**src/rtl/regfile_read_unit.sv**
```systemverilog
// Register file read unit: 32 x DATA_WIDTH storage, one write port, two registered read ports.
// Latency: 1 cycle from an accepted read request (rd_req=1, stall=0) to data_readRegA/B and rd_valid.
// Backpressure: stall=1 freezes read outputs and rd_valid, and drops rd_req. Writes are never blocked.
//
// Ports:
//   clock, clear                        rising-edge clock, asynchronous active-high reset
//   ctrl_writeEnable/writeReg, data_writeReg   write strobe, index, data (index 0 ignored)
//   rd_req, stall                       read request and pipeline hold
//   ctrl_readRegA/B                     read indices, sampled only on the accepting edge
//   data_readRegA/B, rd_valid           registered read data and its valid flag
module regfile_read_unit #(
  parameter int DATA_WIDTH = 32,
  parameter int ADDR_WIDTH = 5,
  parameter int NUM_REGS   = 32
) (
  input  logic                  clock,
  input  logic                  clear,
  input  logic                  ctrl_writeEnable,
  input  logic [ADDR_WIDTH-1:0] ctrl_writeReg,
  input  logic [DATA_WIDTH-1:0] data_writeReg,
  input  logic                  rd_req,
  input  logic                  stall,
  input  logic [ADDR_WIDTH-1:0] ctrl_readRegA,
  input  logic [ADDR_WIDTH-1:0] ctrl_readRegB,
  output logic [DATA_WIDTH-1:0] data_readRegA,
  output logic [DATA_WIDTH-1:0] data_readRegB,
  output logic                  rd_valid
);

  logic [DATA_WIDTH-1:0] regs_q [NUM_REGS];

  logic [DATA_WIDTH-1:0] rd_a_q, rd_a_d;
  logic [DATA_WIDTH-1:0] rd_b_q, rd_b_d;
  logic                  rd_valid_q, rd_valid_d;

  logic                  wr_en;
  logic [DATA_WIDTH-1:0] sel_a, sel_b;

  // Index 0 is never written, so entry 0 stays at its reset value of zero.
  assign wr_en = ctrl_writeEnable && (ctrl_writeReg != '0);

  always_ff @(posedge clock or posedge clear) begin
    if (clear) begin
      for (int i = 0; i < NUM_REGS; i++) begin
        regs_q[i] <= '0;
      end
    end else if (wr_en) begin
      regs_q[ctrl_writeReg] <= data_writeReg;
    end
  end

  // Read selection: index 0 forces zero; a same-edge write to the same nonzero
  // index is forwarded so the consumer sees the new value rather than the old.
  always_comb begin
    sel_a = regs_q[ctrl_readRegA];
    if (ctrl_readRegA == '0) begin
      sel_a = '0;
    end else if (wr_en && (ctrl_readRegA == ctrl_writeReg)) begin
      sel_a = data_writeReg;
    end
  end

  always_comb begin
    sel_b = regs_q[ctrl_readRegB];
    if (ctrl_readRegB == '0) begin
      sel_b = '0;
    end else if (wr_en && (ctrl_readRegB == ctrl_writeReg)) begin
      sel_b = data_writeReg;
    end
  end

  // Stall has priority: outputs and valid hold, and the request is dropped.
  // Idle edges clear valid but keep the last data visible.
  always_comb begin
    rd_a_d     = rd_a_q;
    rd_b_d     = rd_b_q;
    rd_valid_d = rd_valid_q;
    if (!stall) begin
      rd_valid_d = rd_req;
      if (rd_req) begin
        rd_a_d = sel_a;
        rd_b_d = sel_b;
      end
    end
  end

  always_ff @(posedge clock or posedge clear) begin
    if (clear) begin
      rd_a_q     <= '0;
      rd_b_q     <= '0;
      rd_valid_q <= 1'b0;
    end else begin
      rd_a_q     <= rd_a_d;
      rd_b_q     <= rd_b_d;
      rd_valid_q <= rd_valid_d;
    end
  end

  assign data_readRegA = rd_a_q;
  assign data_readRegB = rd_b_q;
  assign rd_valid      = rd_valid_q;

endmodule

```
**config.mk**
```make
export PLATFORM = sky130hd
export DESIGN_NAME = regfile_read_unit
export DESIGN_NICKNAME = d
export VERILOG_FILES = /design/src/rtl/regfile_read_unit.sv
export SDC_FILE = /design/constraint.sdc
export NUM_CORES = 2
export LEC_CHECK = 0
export BUFFER_PORTS_ARGS = -buffer_cell sky130_fd_sc_hd__buf_2
export CAP_MARGIN = 10
export CORE_ASPECT_RATIO = 0.8
export CORE_MARGIN = 5
export CORE_UTILIZATION = 50
export DETAILED_ROUTE_END_ITERATION = 8
export PLACE_DENSITY_LB_ADDON = 0.3
export SLEW_MARGIN = 5
export SYNTH_ARGS = -nofsm -noshare
export SYNTH_HDL_FRONTEND = slang
export SYNTH_SLANG_ARGS = --single-unit
```
**constraint.sdc**
```tcl
create_clock -name clock -period 41.7 [get_ports clock]
set_clock_uncertainty 0.05 [all_clocks]
set_input_delay 2.085 -clock clock [delete_from_list [all_inputs] [get_ports clock]]
set_output_delay 2.085 -clock clock [all_outputs]
set_load 0.01 [all_outputs]
```
* Yosys cells after proc, flatten, opt, wreduce, memory -nomap -nowiden
Cells that the tools add are included.
Storage, ports and cells: word-level logic and storage cells 66, bits in registers 1089, output and inout port bits 65, input port bits 52
Operators by class: bitwise operators 4, muxes and demuxes 13, $lt $le $gt $ge 4, reduce and logical (&&, ||, !) cells 8, eq/ne operators 2
Operators by type and width (count):
- $bwmux 1024 | 1
- $bmux 32 s5 | 2
- $mux 32 | 9
- $demux 32 s5 | 1
- $ge 6x6->1 const B | 3
- $not 5->6 | 3
- $eq 5x5->1 | 2
- $logic_not 5->1 | 2
- $lt 6x1->1 const B | 1
- $reduce_bool 5->1 | 1
- $logic_and 1x1->1 | 4
- $reduce_and 2->1 | 1
- $not 1->1 | 1

* Depth between registers and ports, before layout
word-level depth 6, mapped depth 9

* Least setup slack after synthesis
Ideal clock, no wire load.
kind in2reg, start in ctrl_readRegB[0], end reg rd_b_q[30] (netlist: data_readRegB[30]), cell stages on the path 8, arrival time 3.737 ns, buffers on the path 4, library setup time 0.139 ns, required time 41.511 ns, slack 37.774 ns, path through buf_2 > buf_6 > buf_2 > buf_2 > mux4_2 > mux4_2 > inv_1 > o221ai_1
Between the ends: word-level cells in the longest chain between the ends 6
RTL lines:
- start: declaration | line 24 | input logic [ADDR_WIDTH-1:0] ctrl_readRegB,
- $not 5->6 (implied by the code) | line 64 | sel_b = regs_q[ctrl_readRegB];
- $bmux 32 s5 | line 64
- $mux 32 (implied by the code) (2 in series) | line 64
- $mux 32 | line 67 | end else if (wr_en && (ctrl_readRegB == ctrl_writeReg)) begin
- $mux 32 * | line 65 | if (ctrl_readRegB == '0) begin
- end signal: assignment | line 94 | rd_b_q <= rd_b_d;
- end: declaration | line 33 | logic [DATA_WIDTH-1:0] rd_b_q, rd_b_d;
Mark *: on every way between the ends. The rest lies on a longest branch, timed or not. The select of a mux whose other input is x is not followed. A chain may end at the register's enable or synchronous reset.

* Worst setup path in the final report
start in ctrl_readRegA[0], end reg rd_a_q[12] (netlist: data_readRegA[12])
Between the ends: word-level cells in the longest chain between the ends 6
RTL lines:
- start: declaration | line 23 | input logic [ADDR_WIDTH-1:0] ctrl_readRegA,
- $not 5->6 (implied by the code) | line 55 | sel_a = regs_q[ctrl_readRegA];
- $bmux 32 s5 | line 55
- $mux 32 (implied by the code) (2 in series) | line 55
- $mux 32 | line 58 | end else if (wr_en && (ctrl_readRegA == ctrl_writeReg)) begin
- $mux 32 * | line 56 | if (ctrl_readRegA == '0) begin
- end signal: assignment | line 93 | rd_a_q <= rd_a_d;
- end: declaration | line 32 | logic [DATA_WIDTH-1:0] rd_a_q, rd_a_d;
Marks and branches as above.

==> qor.yml <==
power_frac_comb_pct: 19.7
hold_path_class: "flip-flop to flip-flop"
ant_nets: 0
synth_seq_cells: 1089
yosysUniqueCellTypes: 37
placedCellCount: 4865
slew_violations: 0
initial_core_util_pct: 50.26
layout-drive-gt1-share_pct: 55.74
hold_buffers: 0
grt.overflow.total: 0
cts_resized: 0
ys_warn_count: 0
multi_input_area_mm2: 0.02730
clkSinkCount: 1089
drt_first_pass_iters: 5
syn_nets: 3628
final_common_cell: "dfrtp_1"
grt_max_degree: 184
track_usage_pct: 27.57
p_leak_uw: 0.02660
tightest_slew_ps: 1113
die_w_um: 385.4
antenna_found_initial: 6
synth-async-reset-ratio_pct: 100.0
power_density_mw_per_mm2: 49.37
synth_edf_count: 0
viasPerCell: 6.732
startpoint_type: "input port"
wl_um: 162200
vias: 34200
setup_tns_ps: 0
layout.nets: 3520
grt_pass1_vias: 35780
outcome: "finished clean"
seqCellArea_mm2: 0.02725
dpl.hpwl_um: 91880
fmax_ghz: 0.1266
avgSynthCellArea_um2: 15.76
ioPinCount: 117
yosysTopAreaCellShare_pct: 48.34
clk_latency_ps: 710
min_period_ps: 7902
cts_buffers: 113
grt_pass1_wl_um: 244200
die_y_um: 310.3
cts.path.max_buffers: 3
synth.area.top_cells: "dfrtp_1 48%, mux4_2 23%, mux2_2 20%, a22oi_1 1.7%, clkbuf_1 1.2%"
ys_seq_area_share_pct: 48.34
setup.worst_path.end_class: "flip-flop"
slew_headroom_pct: 25.65
drt_iter0_markers: 3189
dieArea_mm2: 0.1196
crit_fanout: 46
core_mm2: 0.1122
dp_slack_ps: 32830
setup_viol: 0
ys.flop_type: "dfrtp_1"
wl_per_cell_um: 31.94
io_buffer_count: 116
fillers: 8894
rows: 110
fin_util_pct: 55.06
clkPwrFrac_pct: 34.0
p_int_uw: 2226
clk_pin_slew_ps: 60
cts-root-buf: "clkbuf_16"
cts_tree: "done"
synth_area_leader_cell: "dfrtp_1"
cp.required_ps: 42210
swShare_pct: 26.98
postCtsSetupRepairBufs: 0
grt_setup_unrepaired: "no"
layout_common_cells: "1089 x dfrtp_1, 982 x mux2_2, 576 x mux4_2, 128 x a22oi_1, 113 x clkbuf_16"
finalCritPeriodShare_pct: 18.95
syn_to_final_growth_pct: 9.548
p_total_uw: 3049
p_sw_uw: 822.7
setup_ws_ps: 33800
irDropWorstVdd_v: 0.00003546
worstSetupPathType: "input port to flip-flop"
htreeDepth: 3
drc: 0
gp_congestion: 0.7849
worstPathArrival_ps: 8410
stdcell_count: 5080
p_seq_share_pct: 46.4
netlist_area_mm2: 0.05637
synthCells: 3576
finalHoldViolCount: 0
maxCapViolations: 0
[sequential cells by signal, indices dropped and copies added, names as in the netlist]
name / cells
data_readRegA: 32
rd_valid: 1
data_readRegB: 32
regs_q: 1024
[final cells by class]
class                           instances  share of cell area [%]
Antenna cell                            3                 0.01216
Clock buffer                          155                   5.174
Clock inverter                         57                  0.9624
Inverter                               65                  0.4072
Multi-Input combinational cell       2007                   44.21
Sequential cell                      1089                   44.13
Tap cell                             1512                   3.063
Timing Repair Buffer                  192                   2.042
[synth_stat cells, drive strengths merged (5+ instances only)]
library cell / number
a22o: 64
a22oi: 128
buf: 237
clkbuf: 178
dfrtp: 1089
inv: 65
mux2: 992
mux4: 576
nand2: 84
nand3b: 5
nor2: 48
nor2b: 5
o211ai: 32
o221ai: 32
xnor2: 10
[kinds of logic (layout without fill, tap and decap cells)]
logic type / after synthesis / in the layout / synth area share (%)
DFF: 1089 / 1089 / 48.34
xor gates and xnor gates: 10 / 10 / 0.1554
and+or+nand+nor: 169 / 169 / 1.387
AOI/OAI and AO/OA: 260 / 260 / 3.675
muxes: 1568 / 1568 / 42.83
other: 0 / 3 / 0
buffers and inverters: 480 / 469 / 3.615
[power by group through the flow]
stage,Sequential (µW),Combinational [µW],Clock (µW)
floorplan,1380,476,0
CTS,1410,603,1050
finish,1410,600,1040
detailed placement,1420,601,0
global placement,1410,586,0
global route,1440,646,1090
[worst max-delay path, stage by stage]
cell      delay, ps
buf_8           270
buf_4           600
buf_4           850
buf_4           690
buf_4           740
buf_4           830
buf_4           840
mux4_2          590
mux4_2          490
inv_1           150
o211ai_1        100
[worst paths after layout]
check                      slack [ps]  cells after the start                end              from
min in group asynchronous        1500                      2        regs_q[418]             clear
setup / recovery                33800                     11  data_readRegA[12]  ctrl_readRegA[0]
max in group asynchronous       37630                      4        regs_q[429]             clear
setup reg to reg                39860                      4  data_readRegB[12]       regs_q[268]
hold / removal                    340                      0        regs_q[997]       regs_q[997]
hold reg to reg                   340                      0        regs_q[997]       regs_q[997]
[per-stage QoR]
step	hold WS, ps	area (µm²)
after floorplan	391.3	56370
after global placement	326.8	57960
after detailed placement	332.0	57960
after CTS	346.9	61750
after global routing	357.1	61750
final	342.3	61760
[metal layers]
layer	vias up	GRT usage [%]	part of all wire (%)
li1	13690	-	-
met1	18840	39.51	42
met2	1345	43.43	47
met3	321	5.166	6.9
met4	0	8.744	3.6
met5	-	0	0
No activity file was read; power rests on OpenSTA's default activity.
